File: config.mk
export PLATFORM = sky130hd
export DESIGN_NAME = io_input_conditioner
export DESIGN_NICKNAME = d
export VERILOG_FILES = /design/src/rtl/io_input_conditioner.sv
export SDC_FILE = /design/constraint.sdc
export NUM_CORES = 1
export LEC_CHECK = 0
export ABC_AREA = 1
export BUFFER_PORTS_ARGS = -buffer_cell sky130_fd_sc_hd__buf_4
export CORE_MARGIN = 2
export CORE_UTILIZATION = 30
export DETAILED_ROUTE_END_ITERATION = 8
export SLEW_MARGIN = 20
export SYNTH_ARGS = -nofsm -noshare
export SYNTH_HDL_FRONTEND = slang
export SYNTH_SLANG_ARGS = --single-unit
export TNS_END_PERCENT = 10
File: constraint.sdc
create_clock -name wb_clk_i -period 1.05 [get_ports wb_clk_i]
set_input_delay 0.105 -clock wb_clk_i [delete_from_list [all_inputs] [get_ports wb_clk_i]]
set_output_delay 0.105 -clock wb_clk_i [all_outputs]
set_load 0.03 [all_outputs]
File: src/rtl/io_input_conditioner.sv
// io_input_conditioner: 2-flop sync + per-bit debounce with rise/fall strobes; db_o lags io_in by DEBOUNCE_CYCLES+2 edges.
// No backpressure (free-running every cycle). Define IO_EDGE_LATCH_EN to enable sticky edge flags on sticky_o.
module io_input_conditioner #(
  parameter int WIDTH           = 38,
  parameter int DEBOUNCE_CYCLES = 16
) (
  input  logic             wb_clk_i,
  input  logic             wb_rst_ni,
  input  logic [WIDTH-1:0] io_in,
  input  logic [WIDTH-1:0] en_mask_i,
  input  logic [WIDTH-1:0] edge_clr_i,
  output logic [WIDTH-1:0] db_o,
  output logic [WIDTH-1:0] rise_o,
  output logic [WIDTH-1:0] fall_o,
  output logic [WIDTH-1:0] sticky_o
);

  localparam int               CNT_W      = $clog2(DEBOUNCE_CYCLES + 1);
  localparam logic [CNT_W-1:0] CNT_LAST   = CNT_W'(DEBOUNCE_CYCLES - 1);
  localparam logic [CNT_W-1:0] CNT_ONE    = CNT_W'(1);
  localparam logic [0:0]       ST_STABLE  = 1'b0;
  localparam logic [0:0]       ST_PENDING = 1'b1;

  logic [WIDTH-1:0] s1_q, s2_q;
  logic [WIDTH-1:0] db_q, db_d;
  logic [WIDTH-1:0] rise_q, rise_d;
  logic [WIDTH-1:0] fall_q, fall_d;
  logic [WIDTH-1:0] state_w;
  logic [CNT_W-1:0] cnt_q [WIDTH];
  logic [CNT_W-1:0] cnt_d [WIDTH];

  // Per-bit state is implicit: a bit is PENDING whenever its synchronized level disagrees with db.
  assign state_w = s2_q ^ db_q;

  always_comb begin
    db_d   = db_q;
    rise_d = '0;
    fall_d = '0;
    for (int i = 0; i < WIDTH; i++) begin
      cnt_d[i] = '0;
      if (en_mask_i[i] && (state_w[i] == ST_PENDING)) begin
        if (cnt_q[i] == CNT_LAST) begin
          db_d[i]   = s2_q[i];
          rise_d[i] = s2_q[i];
          fall_d[i] = ~s2_q[i];
        end else begin
          cnt_d[i] = cnt_q[i] + CNT_ONE;
        end
      end else if (state_w[i] == ST_STABLE) begin
        cnt_d[i] = '0;
      end
    end
  end

  always_ff @(posedge wb_clk_i or negedge wb_rst_ni) begin
    if (!wb_rst_ni) begin
      s1_q   <= '0;
      s2_q   <= '0;
      db_q   <= '0;
      rise_q <= '0;
      fall_q <= '0;
      for (int i = 0; i < WIDTH; i++) cnt_q[i] <= '0;
    end else begin
      s1_q   <= io_in;
      s2_q   <= s1_q;
      db_q   <= db_d;
      rise_q <= rise_d;
      fall_q <= fall_d;
      for (int i = 0; i < WIDTH; i++) cnt_q[i] <= cnt_d[i];
    end
  end

  assign db_o   = db_q;
  assign rise_o = rise_q;
  assign fall_o = fall_q;

`ifdef IO_EDGE_LATCH_EN
  logic [WIDTH-1:0] sticky_q, sticky_d;

  // Set term comes from the registered strobes, so a clear sampled during the pulse cycle loses.
  assign sticky_d = (sticky_q & ~edge_clr_i) | rise_q | fall_q;

  always_ff @(posedge wb_clk_i or negedge wb_rst_ni) begin
    if (!wb_rst_ni) sticky_q <= '0;
    else            sticky_q <= sticky_d;
  end

  assign sticky_o = sticky_q;
`else
  logic unused_edge_clr;
  assign unused_edge_clr = ^edge_clr_i;
  assign sticky_o        = '0;
`endif

endmodule

# Yosys cells after proc, flatten, opt, wreduce, memory -nomap -nowiden
# Index checks and enable logic that the tools add are counted.
# word_totals
reg_bits,380
word_cells,499
# classes
reduce_logical,76
eq_ne,38
n_bitwise,39
add_sub_neg,38
n_mux,228
# ops
op,count
$mux W5,76
$add A5 B1 Y5 const B,38
$eq A5 B4 Y1 const B,38
$mux W1,152
$reduce_and A2 Y1,38
$logic_and A1 B1 Y1,38
$not A1 Y1,38
$xor A38 B38 Y38,1

# Depth between registers and ports, before layout
# Gate-level depths: netlist (run 1).
# logic_depth
depth_word,3
mapped_depth,6

# Least setup slack after synthesis (run 1)
# No wires, ideal clock.
# synth_path
kind,reg2reg
start,"register db_q[10], in the netlist db_o[10]"
end,"register db_q[10], in the netlist db_o[10]"
synth_period_minus_slack_ns,1.082
setup_ns,0.118
slack_ns,-0.032
arrival_ns,0.964
stages_incl_launch_ff,6
path_cell_list,dfrtp_1 -> nor2_1 -> nor2_2 -> nand2_1 -> nand2_1 -> nand2_1
# synth_via
elab_chain_len,3
# synth_rtl
item,line,rtl
from (decl),25,"logic [WIDTH-1:0] db_q, db_d;"
from (signal assigned),59,db_q <= '0;
from (signal assigned),66,db_q <= db_d;
$xor A38 B38 Y38,33,assign state_w = s2_q ^ db_q;
$logic_and A1 B1 Y1,41,if (en_mask_i[i] && (state_w[i] == ST_PENDING)) begin
$reduce_and A2 Y1 (no line),--,
# Every way passes these cells.
# A chain may end at the register's enable or synchronous reset.

# Final worst setup path (run 1)
# layout_path
start,"register db_q[32], in the netlist db_o[32]"
end,output port db_o[32]
# layout_lines
item,line,rtl
to (decl),12,"output logic [WIDTH-1:0] db_o,"
# No word-level cell between the ends.

==> results of run 1 <==
placed cells by master, fill, tap and decap left out, drive strengths merged:
cell type,n
nor2,456
dfrtp,380
nand2,342
buf,288
inv,191
nand3,114
dlygate4sd3,79
clkbuf,67
conb,38
nor3,38
o21ai,38
ha,38
clkinv,4
bufinv,1
flip-flops by register name, summed over array words and instances, names as in the netlist:
name    cells
cnt_q     190
db_o       38
s1_q       38
fall_o     38
rise_o     38
s2_q       38
what timing repair did:
action,CTS,global route
setup endpoints to repair,202,369
setup buffers,13,17
pin swaps,17,17
endpoints found under the hold margin,722,2
resized for setup,156,103
hold buffers,78,2
stage by stage:
stage / area (µm²) / setup WS [ns]
2_1_floorplan: 15560 / -0.03216
3_3_place_gp: 18180 / -0.02361
3_5_place_dp: 18180 / -0.06977
4_1_cts: 20920 / -0.3245
5_1_grt: 21530 / -0.3222
6_report: 21530 / -0.2690
critical path, stage by stage (launching register included):
cell	delay, ns
dfrtp_1	0.41
buf_6	0.13
buf_6	0.13
area by class of cell:
type	instances	area, µm²	share of cell area [%]
Tap cell	680	850.8	3.952
Inverter	190	713.2	3.313
Sequential cell	380	9514	44.19
Clock inverter	6	58.81	0.2731
Multi-Input combinational cell	1064	5649	26.24
Timing Repair Buffer	367	3527	16.38
Clock buffer	67	1216	5.649
report_power, final:
group / internal (mW) / switching (mW) / total [mW]
registers: 14.9 / 0.230 / 15.2
clock network: 8.14 / 5.62 / 13.8
logic: 0.855 / 1.07 / 1.93
layer usage:
layer | vias up | share of wire (%) | global-route usage, %
met4 | 0 | 2.8 | 4.637
met5 | - | 0 | 0
met2 | 181 | 50 | 19.58
met1 | 5378 | 43 | 13.57
met3 | 60 | 4.5 | 2.557
li1 | 5771 | - | -
how the worst max path moves through the flow:
stage | cells past startpoint | slack (ns) | end | startpoint
5_1_grt | 3 | -0.32 | db_o[12] | wb_rst_ni
4_1_cts | 2 | -0.32 | db_o[32] | db_o[32]
6_report | 2 | -0.27 | db_o[32] | db_o[32]
3_5_place_dp | 6 | -0.07 | db_o[29] | cnt_q[41]
2_1_floorplan | 5 | -0.03 | db_o[15] | db_o[15]
3_3_place_gp | 6 | -0.02 | db_o[37] | cnt_q[0]
cells by family (layout without fill, tap and decap cells):
family | Yosys count | count (layout)
buffers and inverters | 228 | 630
DFF | 380 | 380
and+or+nand+nor | 950 | 950
adders and majority gates | 38 | 38
other | 1 | 38
AOI/OAI and AO/OA | 38 | 38
==> results.yml, run 1 <==
setup_path:
  path_max_fanout: 2
  cp_data_required_time_ns: 0.94
  worstReg2RegStart: "db_o[32]"
  worst-r2r-setup-slack_ns: -0.21
  rr_endpoint: "db_o[32]"
  worstSetupStartpointType: "flop"
  endpoint_kind: "output port"
  arrival_ns: 1.21
  worstSetupPathType: "reg -> out"
  reg2reg_depth: 8
synthesis:
  synth-xor-area-share_pct: 0
  synth_common_cells: "dfrtp_1 (380), nor2_1 (380), nand2_1 (342)"
  synthSimpleGateAreaFrac_pct: 26.83
  yosysTopAreaCellShare_pct: 61.67
  synth_seq_cells: 380
  synthCells: 1635
  yosys-top-cells-area: "dfrtp_1 (62%), nor2_1 (9.3%), nand2_1 (8.3%)"
  synth-edff-count: 0
  avgSynthCellArea_um2: 9.430
  ys.flop_type: "dfrtp_1"
  synth_top_family_by_area: "simple AND/OR/NAND/NOR gates"
  ys_seq_area_share_pct: 61.67
  ys_types: 13
  synthArstFlopShare_pct: 100.0
  ys_warn_count: 0
  syn-cell-area_mm2: 0.01542
  yosysTopAreaCell: "dfrtp_1"
  synth_compound_area_share_pct: 1.915
  synthAdderAreaFrac_pct: 3.084
  synthMuxAreaShare_pct: 0
finish:
  final_cells: 2754
  drive_gt1_share_pct: 27.68
  finish.utilization_pct: 42.14
  final_nets: 2199
  fill_cells: 4827
  syn2layout_area_growth_pct: 39.63
  diodes: 0
sta:
  slew_violations: 0
  hold_viol_final: 0
  tightest_slew_ns: 0.6207
  min_period_ns: 1.319
  finalSetupViolations: 232
  slew_headroom_pct: 58.48
  fin_tns_setup_ns: -20.77
  rsz0062_at_grt: "yes"
  fmaxAchievable_mhz: 758.1
  hold_ws_ns: 0.1921
  skew_ns: 0.01362
  fin_crit_sh_pct: 125.6
  finalWorstSetupSlack_ns: -0.2690
clock_tree:
  htreeDepth: 2
  clk-insertion-delay-late_ns: 0.55
  cts_tree: "done"
  clockBufferDepth: 3
  cts-root-buf: "clkbuf_16"
  clkTransAtPathRegs_ns: 0.06
  cts_made_buffers: 42
  clock-sinks: 380
routing:
  drc_errors: 0
  antenna_left: 0
  drt_iter0_markers: 462
  vias_per_cell: 4.136
  vias: 11390
  post_drt_wl_per_cell_um: 10.90
  postRouteWirelength_um: 30020
  drt_first_pass_iters: 6
worst_hold_path:
  min-delay-path-class: "in -> async"
floorplan:
  core_mm2: 0.05109
  start_util_pct: 30.18
  die_w_um: 230.7
  io_pins: 268
  rows: 83
  fp.dieH_um: 230.7
  die_area_mm2: 0.05322
status:
  violations: "negative setup slack"
  status: "finished with violations"
place:
  gp_congestion: 0.7519
  place.detailed.instances: 2572
  dp_hpwl_um: 20240
  io_buffers: 191
global_route:
  grt_remaining_overflow: 0
  grt_pass1_wl_um: 50480
  grt_max_degree: 51
  antenna_found_initial: 0
  track_usage_pct: 11.31
  grt_pass1_vias: 11295
power_and_ir_drop:
  ir_drop_mv: 1.138
  p_total_mw: 30.85
  p_per_area_mw_per_mm2: 1433
  leakagePower_nw: 11.19
flow_run:
  maxCapViolCount: 0
No activity file was read; power rests on OpenSTA's default activity.
==> inputs of run 2 (changes only) <==
- ABC_CLOCK_PERIOD_IN_PS: not set -> 1600
- CORE_MARGIN: 2 -> 5
- clock period: 1.05 -> 1.6 ns (I/O delays scaled with it)
==> results.yml, run 2 (synthesis gave the netlist of run 1 again) <==
routing:
  vias: 10909
  drt_first_pass_iters: 4
  drc_errors: 0
  drt_iter0_markers: 459
  postRouteWirelength_um: 28490
  antenna_left: 0
  post_drt_wl_per_cell_um: 10.65
  vias_per_cell: 4.077
place:
  gp_congestion: 0.7390
  io_buffers: 191
  dp_hpwl_um: 20420
  place.detailed.instances: 2519
setup_path:
  endpoint_kind: "output port"
  reg2reg_depth: 6
  arrival_ns: 1.18
  path_max_fanout: 4
  worstSetupPathType: "reg -> out"
  slowest_delay_ns: 0.43
  cp.depth: 1
  critPathTopFamily: "flip-flops"
  worstPathBufferInverterCount: 1
  crit_path_cell_trace: "buf_4"
  cp_data_required_time_ns: 1.44
  worstSetupStartpointType: "flop"
  slowest_stage: "dfrtp_1"
clock_tree:
  htreeDepth: 2
  clockBufferDepth: 3
  cts_tree: "done"
  clkTransAtPathRegs_ns: 0.06
  clock-sinks: 380
  cts_resized: 0
  cts_made_buffers: 43
  postCtsSetupRepairBufs: 0
  cts-root-buf: "clkbuf_16"
  clk-insertion-delay-late_ns: 0.55
sta:
  rsz0062_at_grt: "no"
  finalSetupViolations: 0
  hold_viol_final: 0
  hold_ws_ns: 0.1172
  fin_tns_setup_ns: 0
  fmaxAchievable_mhz: 748.0
  skew_ns: 0.01571
  min_period_ns: 1.337
  fin_crit_sh_pct: 83.56
  slew_violations: 0
global_route:
  grt_pass1_wl_um: 50200
  track_usage_pct: 10.39
  grt_max_degree: 69
  grt_pass1_vias: 11062
  met2_usage_pct: 18.10
  met3_usage_pct: 2.888
  grt_remaining_overflow: 0
  busiest_layer: "met2"
  use_met1_pct: 12.55
  antenna_found_initial: 0
power_and_ir_drop:
  leakagePower_nw: 10.83
  p_per_area_mw_per_mm2: 1068
  ir_drop_mv: 0.7413
floorplan:
  io_pins: 268
  rows: 83
  die_w_um: 236.7
  die_area_mm2: 0.05603
  fp.dieH_um: 236.7
  core_mm2: 0.05109
  start_util_pct: 30.18
finish:
  fill_cells: 4960
  syn2layout_area_growth_pct: 29.81
  finish.utilization_pct: 39.17
  final_cells: 2676
  final_nets: 2115
  diodes: 0
  largest_reg_flops: 190
  top_register: "cnt_q"
  drive_gt1_share_pct: 21.29
  mostFrequentLayoutCells: "nor2_1 (380), dfrtp_1 (380), nand2_1 (342)"
status:
  status: "completed"
worst_hold_path:
  min-delay-path-class: "in -> async"
flow_run:
  maxCapViolCount: 0
run 2: worst register-to-register path, stage by stage (launching register included):
cell,delay [ns]
dfrtp_1,0.38
ha_1,0.23
nand3_2,0.13
nor2_2,0.14
nand2_1,0.08
nand2_1,0.06
nand2_1,0.04
run 2: worst paths after layout:
check	startpoint	endpoint	slack [ns]
worst min register to register	s1_q[13]	s2_q[13]	0.34
min in group wb_clk_i	io_in[12]	s1_q[12]	0.25
worst max-delay path	db_o[21]	db_o[21]	0.26
worst max register to register	cnt_q[20]	db_o[33]	0.43
worst min-delay path	wb_rst_ni	cnt_q[71]	0.12
max in group asynchronous	wb_rst_ni	fall_o[20]	0.78
run 2: stage by stage:
step | power (mW) | area (µm²) | worst slack, ns
2_1_floorplan | 10.61 | 15560 | 0.5178
3_3_place_gp | 11.01 | 17720 | 0.5018
3_5_place_dp | 11.04 | 17720 | 0.4479
4_1_cts | 21.85 | 20010 | 0.2164
5_1_grt | 22.37 | 20010 | 0.2000
6_report | 21.37 | 20010 | 0.2631
run 2: routing by layer:
| metal | share of wire [%] | up-vias |
|---|---|---|
| li1 | - | 5602 |
| met1 | 42 | 5100 |
| met2 | 50 | 155 |
| met3 | 5.2 | 52 |
| met4 | 2.6 | 0 |
| met5 | 0 | - |
run 2: timing repair:
item	in CTS	in global routing
hold buffers	77	0
hold endpoints to repair	710	0
endpoints found under the setup margin	0	0
run 2: layout make-up:
cell class                      instances  area [µm²]  area share [%]
Sequential cell                       380        9509           47.51
Multi-Input combinational cell       1064        5050           25.23
Timing Repair Buffer                  282        2367           11.83
Clock buffer                           53        1194           5.964
Tap cell                              680       850.8           4.251
Inverter                              190       713.2           3.563
Clock inverter                         27       330.3           1.650
run 2: where the power goes:
part           total (mW)  switching, mW  internal, mW
clock                10.4           3.92          6.45
combinational        1.07          0.641         0.428
sequential           9.93          0.131          9.80
==> inputs of run 3 (changes only) <==
- ABC_CLOCK_PERIOD_IN_PS: 1600 -> 1300
- clock period: 1.6 -> 1.3 ns (I/O delays scaled with it)
==> results.yml, run 3 (synthesis gave the netlist of run 1 again) <==
setup_path:
  slowest_stage: "dfrtp_1"
  worst-r2r-setup-slack_ns: 0.15
  worstReg2RegStart: "cnt_q[120]"
  critPathTopFamily: "flip-flops"
  path_max_fanout: 4
  slowest_delay_ns: 0.42
  worstSetupPathType: "reg -> out"
  crit_path_cell_trace: "buf_6"
  worstPathBufferInverterCount: 1
  setup.worst_path.end: "db_o[2]"
  cp_data_required_time_ns: 1.17
  arrival_ns: 1.13
  endpoint_kind: "output port"
  crit_path_start: "db_o[2]"
  rr_endpoint: "db_o[13]"
  cp.depth: 1
  reg2reg_depth: 6
  worstSetupStartpointType: "flop"
clock_tree:
  cts_tree: "done"
  clockBufferDepth: 3
  clk-insertion-delay-late_ns: 0.55
  htreeDepth: 2
  cts-root-buf: "clkbuf_16"
  cts_made_buffers: 43
  clock-sinks: 380
  clkTransAtPathRegs_ns: 0.06
worst_hold_path:
  min-delay-path-class: "in -> async"
routing:
  post_drt_wl_per_cell_um: 10.72
  drt_iter0_markers: 438
  postRouteWirelength_um: 28770
  drt_first_pass_iters: 4
  antenna_left: 0
  drc_errors: 0
  vias_per_cell: 4.107
  vias: 11020
power_and_ir_drop:
  p_per_area_mw_per_mm2: 1244
  clkPwrFrac_pct: 45.8
  p_switching_mw: 5.596
  p_comb_share_pct: 5.4
  ir_drop_mv: 1.030
  p_int_mw: 19.43
  p_total_mw: 25.03
  pwr-share-seq_pct: 48.8
  leakagePower_nw: 10.83
  swShare_pct: 22.36
global_route:
  grt_pass1_vias: 11215
  grt_pass1_wl_um: 50490
  met3_usage_pct: 2.935
  use_met1_pct: 12.34
  grt_max_degree: 59
  met2_usage_pct: 18.50
  grt_remaining_overflow: 0
  track_usage_pct: 10.46
  antenna_found_initial: 0
  busiest_layer: "met2"
floorplan:
  die_w_um: 236.7
  die_area_mm2: 0.05603
  io_pins: 268
  start_util_pct: 30.18
  core_mm2: 0.05109
  rows: 83
  fp.dieH_um: 236.7
place:
  gp_congestion: 0.7349
  io_buffers: 191
  dp_hpwl_um: 20850
  place.detailed.instances: 2523
finish:
  fill_cells: 4992
  final_common_cell: "nor2_1"
  drive_gt1_share_pct: 21.12
  top_register: "cnt_q"
  largest_reg_flops: 190
  multi_input_area_mm2: 0.005050
  diodes: 0
  final_cells: 2683
  syn2layout_area_growth_pct: 30.45
  ff_latch_area_mm2: 0.009510
  mostFrequentLayoutCells: "nor2_1 (380), dfrtp_1 (379), nand2_1 (342)"
  finish.utilization_pct: 39.36
  final_nets: 2127
status:
  status: "completed"
sta:
  finalSetupViolations: 0
  fmaxAchievable_mhz: 793.4
  min_period_ns: 1.260
  hold_viol_final: 0
  rsz0062_at_grt: "yes"
  skew_ns: 0.009763
  fin_crit_sh_pct: 96.95
  slew_violations: 0
flow_run:
  maxCapViolCount: 0
run 3: stage by stage:
| stage | instance area [µm²] | worst slack (ns) | hold slack, ns | setup TNS [ns] |
|---|---|---|---|---|
| 2_1_floorplan | 15560 | 0.2178 | -0.1656 | 0 |
| 3_3_place_gp | 17770 | 0.2052 | -0.06610 | 0 |
| 3_5_place_dp | 17770 | 0.1429 | -0.06608 | 0 |
| 4_1_cts | 20090 | -0.01582 | 0.06125 | -0.1945 |
| 5_1_grt | 20110 | -0.02402 | 0.07816 | -0.3915 |
| 6_report | 20110 | 0.03964 | 0.09926 | 0 |
run 3: timing repair:
action | 4_1_cts | 5_1_grt
setup endpoints to repair | 42 | 32
hold buffers | 78 | 0
hold endpoints to repair | 722 | 0
cloned | 0 | 0
buffers inserted | 4 | 3
resized for setup | 41 | 1
run 3: final cells by class:
cell class	count	share of cell area (%)
Clock inverter	10	0.2924
Timing Repair Buffer	294	13.12
Sequential cell	380	47.28
Multi-Input combinational cell	1064	25.11
Inverter	190	3.546
Clock buffer	65	6.420
Tap cell	680	4.230
run 3: worst min path at each step:
stage,depth (start not counted),endpoint
after global routing,3,rise_o[26]
final,3,rise_o[26]
after CTS,3,rise_o[26]
after global placement,1,s2_q[23]
after floorplan,0,cnt_q[0]
after detailed placement,1,db_o[23]
run 3: worst reg2reg max path: cells and delay by family, from the launching register on:
kind | cells | cell delay [ns]
simple gates | 5 | 0.46
flops | 1 | 0.37
fa+ha+maj | 1 | 0.22
run 3: layer usage:
metal | vias to the layer above | share of wire [%]
li1 | 5631 | -
met1 | 5187 | 42
met2 | 148 | 50
met3 | 54 | 5.2
met4 | 0 | 2.7
met5 | - | 0
run 3: power groups by stage:
stage                     combinational, mW  clock [mW]  sequential, mW
after floorplan                       0.661           0            12.4
after global placement                 1.15           0            12.4
after detailed placement               1.18           0            12.4
after CTS                              1.38        12.0            12.2
after global routing                   1.54        12.4            12.2
final                                  1.34        11.5            12.2
